<file path="src/rtl/fetch_unit.sv">
// Instruction fetch stage: owns the PC, requests instruction memory and fills the IF/ID register.
// Supports stalls, taken-branch redirects and stopping on the HALT opcode.
//
// state  | meaning
// S_FETCH| requesting instructions at pc whenever IF/ID can take one
// S_HALT | HALT word fetched; no requests until a redirect arrives
module fetch_unit #(
  parameter logic [15:0] RESET_PC = 16'h0000
) (
  input  logic        clk,
  input  logic        rst,
  input  logic        stall,
  input  logic        redirect,
  input  logic [15:0] redirect_pc,
  output logic        imem_req,
  output logic [15:0] imem_addr,
  input  logic [15:0] imem_data,
  input  logic        imem_done,
  output logic [15:0] instr_out,
  output logic [15:0] pc_plus2_out,
  output logic        instr_valid,
  output logic        halted
);

  localparam logic [15:0] NOP = 16'h0800;

  typedef enum logic {S_FETCH = 1'b0, S_HALT = 1'b1} state_t;

  state_t      state;
  state_t      state_next;
  logic [15:0] pc;
  logic [15:0] pc_inc;
  logic        consume;
  logic        accept;
  logic        is_halt;

  assign pc_inc  = pc + 16'd2;
  assign consume = instr_valid & ~stall;
  // A done is only meaningful while the request is up; a redirect suppresses the request.
  assign accept  = imem_req & imem_done;
  assign is_halt = (imem_data[15:11] == 5'b00000);

  always_ff @(posedge clk) begin
    if (rst) state <= S_FETCH;
    else     state <= state_next;
  end

  always_comb begin
    state_next = state;
    if (redirect)
      state_next = S_FETCH;
    else if (accept && is_halt)
      state_next = S_HALT;
  end

  always_comb begin
    imem_req = 1'b0;
    halted   = 1'b0;
    if (state == S_FETCH)
      imem_req = ~redirect & (~instr_valid | ~stall);
    else
      halted = 1'b1;
  end

  assign imem_addr = pc;

  always_ff @(posedge clk) begin
    if (rst) begin
      pc           <= RESET_PC;
      instr_out    <= NOP;
      pc_plus2_out <= 16'h0000;
      instr_valid  <= 1'b0;
    end else if (redirect) begin
      pc          <= redirect_pc;
      instr_out   <= NOP;
      instr_valid <= 1'b0;
    end else if (accept) begin
      instr_out    <= imem_data;
      pc_plus2_out <= pc_inc;
      instr_valid  <= 1'b1;
      // HALT keeps pc on the halt word's address.
      if (!is_halt) pc <= pc_inc;
    end else if (consume) begin
      instr_out   <= NOP;
      instr_valid <= 1'b0;
    end
  end

endmodule

</file>
<file path="config.mk">
export PLATFORM = sky130hd
export DESIGN_NAME = fetch_unit
export DESIGN_NICKNAME = d
export VERILOG_FILES = /design/src/rtl/fetch_unit.sv
export SDC_FILE = /design/constraint.sdc
export NUM_CORES = 1
export LEC_CHECK = 0
export CORE_MARGIN = 4
export CORE_UTILIZATION = 43
export CTS_BUF_LIST = sky130_fd_sc_hd__clkbuf_16
export DETAILED_ROUTE_END_ITERATION = 12
export GPL_TIMING_DRIVEN = 0
export HOLD_SLACK_MARGIN = 0.12
export PLACE_DENSITY = 0.79
export REMOVE_ABC_BUFFERS = 1
export SYNTH_ARGS = -nofsm -noshare
export SYNTH_HDL_FRONTEND = slang
export SYNTH_SLANG_ARGS = --single-unit
</file>
<file path="constraint.sdc">
create_clock -name clk -period 1.9 [get_ports clk]
set_input_delay 0.285 -clock clk [delete_from_list [all_inputs] [get_ports clk]]
set_output_delay 0.285 -clock clk [all_outputs]
set_load 0.01 [all_outputs]
</file>
# After elaboration in Yosys (flattened, before gate mapping)
# Index checks and enable logic that the tools add are counted.
[word_totals]
regBits = 50
word_cells = 30
input_bits = 37
output_inout_bits = 51
[classes]
n_eq_ne = 1
reduce_logical = 7
bitwise_logic = 7
mux = 9
add_sub_neg = 1
[op_table]
columns = ["operator", "n"]
rows = [
  ["16-bit two-way mux", 5],
  ["16-bit by 2-bit adder with 16-bit output, second input constant", 1],
  ["5-bit zero test", 1],
  ["1-bit two-way mux", 4],
  ["2-bit AND reduction", 2],
  ["2-bit nonzero test", 2],
  ["1-bit AND", 3],
  ["1-bit inverter", 3],
  ["2-bit inequality test, second input constant", 1],
  ["2-bit OR reduction", 1],
  ["1-bit logical AND", 1],
  ["1-bit OR", 1],
]

# Longest topological paths before layout
# Gate-level depths: netlist of the first run.
[depth]
depth_word = 7
mapped_depth = 7
mapped_depth_nobuf = 5

# Worst setup path before layout of the first run
# No wires, ideal clock.
[synth_path]
kind = "reg2reg"
startpoint = "register pc[1], in the netlist imem_addr[1]"
endpoint = "register pc[13], in the netlist imem_addr[13]"
setup_time_ns = 0.087
setup_slack_ns = 0.153
arrival_time_ns = 1.660
synth_period_minus_slack_ns = 1.747
stages_incl_launch_ff = 6
n_path_buf = 0
required_time_ns = 1.813
cell_sequence = "dfxtp_1 -> ha_1 -> nand3_1 -> or3_1 -> o41a_1 -> o31ai_1"
[synth_via]
elab_chain_cells = 4
[synth_rtl]
columns = ["item", "line_no", "source"]
rows = [
  ["start: declaration", "31", "logic [15:0] pc;"],
  ["start signal: assignment", "74", "pc <= redirect_pc;"],
  ["start signal: assignment", "82", "if (!is_halt) pc <= pc_inc;"],
  ["16-bit by 2-bit adder with 16-bit output", "37", "assign pc_inc = pc + 16'd2;"],
  ["16-bit two-way mux", "82", ""],
  ["16-bit two-way mux", "77", "end else if (accept) begin"],
  ["16-bit two-way mux", "73", "end else if (redirect) begin"],
]
# No other way between the ends. The select of a mux whose other input is x is not followed.
# A chain may end at the register's enable or synchronous reset.

# Worst setup path in the final report of the first run
[layout_path]
startpoint = "input port imem_data[13]"
endpoint = "register pc[2], in the netlist imem_addr[2]"
[layout_via]
elab_chain_cells = 3
[layout_rtl]
columns = ["item", "line_no", "source"]
rows = [
  ["start: declaration", "17", "input logic [15:0] imem_data,"],
  ["5-bit zero test", "41", "assign is_halt = (imem_data[15:11] == 5'b00000);"],
  ["2-bit inequality test (no source line)", "-", ""],
  ["2-bit AND reduction (no source line)", "-", ""],
]
# No other way between the ends.

==> results of run 1 <==
area by class of cell:
| class | instances | area (um2) |
|---|---|---|
| fillers | 451 | 1760 |
| well taps | 70 | 87.6 |
| repair buffers | 94 | 933 |
| flip-flops and latches | 50 | 1000 |
| clock buffers | 5 | 125 |
| multi-input cells | 172 | 1140 |
| inverters | 4 | 15.0 |
| clock inverters | 3 | 12.5 |
routing by layer:
metal,GRT usage (%),vias up
li1,-,1048
met1,24.1,1038
met2,31.0,47
met3,4.37,6
met4,4.90,0
met5,0,-
metrics by stage:
step	cell area (um2)	setup TNS (ps)
floorplan	2120	-3950
global placement	3080	-59610
detailed placement	3080	-43280
CTS	3270	0
global route	3320	-11.8
finish	3320	0
cells in the mapped netlist:
cell type	count
dfxtp_1	50
nor2_1	37
nand2_1	17
a211oi_1	15
a22oi_1	15
xnor2_1	9
nand3b_1	8
clkbuf_1	7
nand2b_1	7
buf_2	6
o221ai_1	6
a21oi_1	5
a31oi_1	5
xor2_1	5
inv_1	4
mux2i_1	4
nand4_1	4
nor3_1	4
o211ai_1	4
or3_2	4
buf_6	3
nand3_1	3
clkbuf_8	2
nor4_1	2
or2_2	2
a211oi_2	1
a211oi_4	1
and2_1	1
and4_1	1
buf_4	1
ha_1	1
nor2b_1	1
o211ai_4	1
o21bai_1	1
o22ai_1	1
o311ai_0	1
o31a_2	1
o31ai_1	1
o41a_1	1
or3_1	1
or4_4	1
cells by family (layout without fill, tap and decap cells):
kind of cell	count (synthesis)	count (layout)	share of synthesized area [%]
AND/OR/NAND/NOR	93	94	20.5
XOR/XNOR	14	14	5.46
adder cells (fa/ha/maj)	1	1	0.557
multiplexers	4	4	1.78
buffers and inverters	23	106	6.24
flip-flops	50	50	44.6
AO/OA/AOI/OAI	59	59	20.9
repair_timing:
action	4_1_cts	5_1_grt
setup buffers	4	3
gates cloned	0	1
gates resized for setup	8	7
pin swaps	3	2
endpoints found under the setup margin	50	33
path summary, 6_finish.rpt:
path / cells after the start / slack [ps] / startpoint / end
setup / recovery: 6 / 30 / imem_data[13] / imem_addr[2]$_SDFFE_PP0P_
hold / removal: 3 / 350 / stall / instr_valid$_SDFFE_PP0P_
setup reg to reg: 5 / 140 / imem_addr[2]$_SDFFE_PP0P_ / imem_addr[13]$_SDFFE_PP0P_
hold reg to reg: 2 / 470 / pc_plus2_out[0]$_SDFFE_PP0P_ / pc_plus2_out[0]$_SDFFE_PP0P_
registers in the layout, indices dropped and copies added (netlist names):
name and count:
pc_plus2_out 16, instr_valid 1, instr_out 16, state 1, imem_addr 16
worst max-delay path: cells and delay by family:
kind | cells | cell delay (ps)
buf+inv | 2 | 600
simple gates | 1 | 570
compound gates | 2 | 310
mux | 1 | 230
power by group:
part / switching [mW] / internal, mW
registers: 0.0513 / 1.10
logic: 0.185 / 0.236
clock network: 0.357 / 0.476
total: 0.594 / 1.81
==> flow_metrics.env, run 1 <==
export IMPL_clk_pin_slew_ps=60
export IMPL_die_y_um=80.3
export IMPL_drv_slew=0
export IMPL_grt_max_degree=48
export IMPL_synth_top_area_share_pct=44.6
export IMPL_die_w_um=80.3
export IMPL_drt_pass1_iterations=4
export IMPL_clk_latency_ps=280
export IMPL_synth_top_cells_by_area="dfxtp_1, nor2_1, a211oi_1, a22oi_1, xnor2_1"
export IMPL_slowest_delay_ps=570
export IMPL_period_needed_ps=1870
export IMPL_postLayoutCoreUtil_pct=65.4
export IMPL_syn_avg_cell_area_um2=9.20
export IMPL_yosys_warnings=0
export IMPL_maxCapViolCount=0
export IMPL_slew_headroom_pct=53.6
export IMPL_wl_met3_um=232
export IMPL_cts_buffers=5
export IMPL_crit_fanout=18
export IMPL_path_class="primary input to register"
export IMPL_layout_commonest_cell="clkdlybuf4s50_1"
export IMPL_crit_arrival_ps=2000
export IMPL_yosysSeqAreaShare_pct=44.6
export IMPL_leakage_nw=1.14
export IMPL_drc=0
export IMPL_grt_pass1_vias=1979
export IMPL_layout_drive_gt1_share_pct=10.7
export IMPL_wl_met2_um=3190
export IMPL_htreeDepth=2
export IMPL_period_share_pct=98.2
export IMPL_viasPerCell=5.37
export IMPL_p_total_mw=2.41
export IMPL_drt_total_wl_um=6220
export IMPL_antennaDiodeCount=0
export IMPL_die_area_mm2=0.00644
export IMPL_synth_area_mm2=0.00225
export IMPL_stdcell_count=398
export IMPL_vdd_drop_max_mv=0.505
export IMPL_cp_cell_sequence="clkdlybuf4s50_1, or4_4, o211ai_4, buf_12, mux2i_2, a211oi_2"
export IMPL_critPathSlowestCell="or4_4"
export IMPL_start_util_pct=44.3
export IMPL_drtIter0Drc=118
export IMPL_synth_cell_types=41
export IMPL_cp_start_kind="primary input"
export IMPL_vias=2139
export IMPL_power_density_mw_per_mm2=725
export IMPL_ios=88
export IMPL_cts_tree="done"
export IMPL_synth_seq_cells=50
export IMPL_critPathCaptureType="register"
export IMPL_skew_ps=3.74
export IMPL_yosysTopAreaCell="dfxtp_1"
export IMPL_fp_coreArea_mm2=0.00507
export IMPL_post_place_cells=382
export IMPL_cts_hold_buffers=0
export IMPL_hpwl_um=4140
export IMPL_fin_nets=365
export IMPL_worstMarginPinSlew_ps=697
export IMPL_drt_met1_wl_um=2730
export IMPL_setup_viol=0
export IMPL_grt_pass1_wl_um=9560
export IMPL_syn_inst=244
export IMPL_timing_hold_ws_ps=349
export IMPL_cp_data_required_time_ps=2040
export IMPL_hp_class="primary input to register"
export IMPL_fin_ws_ps=33.6
export IMPL_grt_ovfl_total=0
export IMPL_io_buffers=87
export IMPL_routabilityCongestion=0.791
export IMPL_top_layer="met4"
export IMPL_syn2layout_area_growth_pct=47.8
export IMPL_cts_root_buffer="clkbuf_16"
export IMPL_antenna_found_initial=0
export IMPL_cts_sinks=50
export IMPL_fp_row_count=26
export IMPL_outcome="completed"
export IMPL_place_ws_ps=-1020
export IMPL_grt_usage_pct=18.6
export IMPL_finalHoldViolCount=0
export IMPL_wire_per_inst_um=15.6
export IMPL_clockBufferDepth=2
export IMPL_fmaxAchievable_ghz=0.536
export IMPL_layout_common_cells="clkdlybuf4s50_1, dfxtp_1, nor2_1"
export IMPL_ant_nets=0
Note: power is estimated with default switching activity, not from simulation.
==> inputs of run 2 (changes only) <==
--- a/config.mk
+++ b/config.mk
@@ -9,7 +9,6 @@
 export CORE_UTILIZATION = 43
 export CTS_BUF_LIST = sky130_fd_sc_hd__clkbuf_16
 export DETAILED_ROUTE_END_ITERATION = 12
-export GPL_TIMING_DRIVEN = 0
 export HOLD_SLACK_MARGIN = 0.12
 export PLACE_DENSITY = 0.79
 export REMOVE_ABC_BUFFERS = 1
==> flow_metrics.env, run 2 (synthesis results as in run 1) <==
export IMPL_drt_met1_wl_um=2760
export IMPL_skew_ps=5.73
export IMPL_p_total_mw=2.46
export IMPL_leakage_nw=1.28
export IMPL_rsz0062_at_grt="no"
export IMPL_hpwl_um=4780
export IMPL_ant_nets=0
export IMPL_grt_max_degree=32
export IMPL_clockBufferDepth=2
export IMPL_drtIter0Drc=158
export IMPL_antenna_found_initial=0
export IMPL_io_buffers=87
export IMPL_die_y_um=80.3
export IMPL_cts_root_buffer="clkbuf_16"
export IMPL_postLayoutCoreUtil_pct=68.9
export IMPL_cts_tree="done"
export IMPL_wire_per_inst_um=15.3
export IMPL_setup_viol=0
export IMPL_grt_pass1_wl_um=10200
export IMPL_start_util_pct=44.3
export IMPL_drv_slew=0
export IMPL_grt_pass1_vias=2145
export IMPL_cts_buffers=5
export IMPL_drc=0
export IMPL_power_density_mw_per_mm2=704
export IMPL_grt_usage_pct=19.9
export IMPL_fin_nets=386
export IMPL_routabilityCongestion=0.846
export IMPL_hp_class="primary input to register"
export IMPL_top_layer="met4"
export IMPL_htreeDepth=2
export IMPL_drt_total_wl_um=6410
export IMPL_wl_met2_um=3290
export IMPL_layout_drive_gt1_share_pct=13.8
export IMPL_setup_tns_ps=0
export IMPL_layout_commonest_cell="clkdlybuf4s50_1"
export IMPL_crit_fanout=7
export IMPL_worstMarginPinSlew_ps=373
export IMPL_period_share_pct=93.9
export IMPL_slew_headroom_pct=74.9
export IMPL_antennaDiodeCount=0
export IMPL_cp_startpoint="imem_data[13]"
export IMPL_reg2reg_depth=5
export IMPL_r2r_end="pc_plus2_out[13]$_SDFFE_PP0P_"
export IMPL_rrSetupSlack_ps=140
export IMPL_cts_sinks=50
export IMPL_fmaxAchievable_ghz=0.561
export IMPL_period_needed_ps=1780
export IMPL_reg2reg_from="imem_addr[2]$_SDFFE_PP0P_"
export IMPL_viasPerCell=5.30
export IMPL_path_class="primary input to register"
export IMPL_drt_pass1_iterations=4
export IMPL_fin_ws_ps=117
export IMPL_fp_row_count=26
export IMPL_critPathCaptureType="register"
export IMPL_cp_data_required_time_ps=2070
export IMPL_die_area_mm2=0.00644
export IMPL_grt_ovfl_total=0
export IMPL_die_w_um=80.3
export IMPL_cp_start_kind="primary input"
export IMPL_timing_hold_ws_ps=317
export IMPL_crit_arrival_ps=1960
export IMPL_syn2layout_area_growth_pct=55.6
export IMPL_wl_met3_um=221
export IMPL_fp_coreArea_mm2=0.00507
export IMPL_finalHoldViolCount=0
export IMPL_ios=88
export IMPL_vdd_drop_max_mv=0.547
export IMPL_place_ws_ps=-273
export IMPL_crit_end="imem_addr[2]$_SDFFE_PP0P_"
export IMPL_layout_common_cells="clkdlybuf4s50_1, dfxtp_1, nor2_1"
export IMPL_clk_pin_slew_ps=60
export IMPL_clk_latency_ps=280
export IMPL_outcome="completed"
export IMPL_vias=2219
export IMPL_maxCapViolCount=0
run 2: cell count changes in the layout (fill, tap and decap cells not counted), sizes merged:
cell | before | now
buf | 8 | 29
dlymetal6s2s | 1 | 4
clkdlybuf4s50 | 83 | 81
and2 | 2 | 1
clkdlybuf4s15 | 1 | 0
dlygate4sd2 | 1 | 2
run 2: layer usage:
| layer | track usage [%] | vias up |
|---|---|---|
| li1 | - | 1086 |
| met4 | 7.94 | 0 |
| met3 | 2.91 | 10 |
| met5 | 0 | - |
| met2 | 33.6 | 61 |
| met1 | 25.3 | 1062 |
run 2: repair_timing:
action                     4_1_cts  5_1_grt
resized for setup                2        8
pin swaps                        1        3
setup buffers                    1        0
setup endpoints to repair        1        7
hold buffers                     0        0
run 2: worst max-delay path, cell delays in order:
cell and delay (ps):
clkdlybuf4s50_1 430, or4_4 450, o211ai_4 340, buf_6 170, mux2i_1 200, a211oi_2 80
run 2: report_power, final:
group / leakage [nW] / switching (mW) / internal, mW
clock network: 0.0724 / 0.368 / 0.477
logic: 0.795 / 0.201 / 0.270
registers: 0.410 / 0.0423 / 1.10
total: 1.28 / 0.611 / 1.85
run 2: final cells by class:
class	instances	area (um2)
inverters	4	15.0
fillers	418	1580
well taps	70	87.6
multi-input cells	171	1110
clock inverters	3	12.5
flip-flops and latches	50	1000
clock buffers	5	125
repair buffers	116	1140
run 2: worst min-delay path by stage:
stage,startpoint,end,slack [ps],cells after the start
after floorplan,rst,imem_addr[2]$_SDFFE_PP0P_,350,1
final,imem_data[12],instr_out[12]$_SDFFE_PP0P_,320,3
after global routing,imem_data[12],instr_out[12]$_SDFFE_PP0P_,360,3
after detailed placement,pc_plus2_out[0]$_SDFFE_PP0P_,pc_plus2_out[0]$_SDFFE_PP0P_,460,2
after CTS,pc_plus2_out[0]$_SDFFE_PP0P_,pc_plus2_out[0]$_SDFFE_PP0P_,470,2
after global placement,pc_plus2_out[0]$_SDFFE_PP0P_,pc_plus2_out[0]$_SDFFE_PP0P_,450,2
run 2: through the flow:
stage | instance area, um2 | instances
finish | 3490 | 419
global route | 3490 | 419
CTS | 3470 | 419
detailed placement | 3330 | 410
global placement | 3330 | 410
floorplan | 2120 | 225
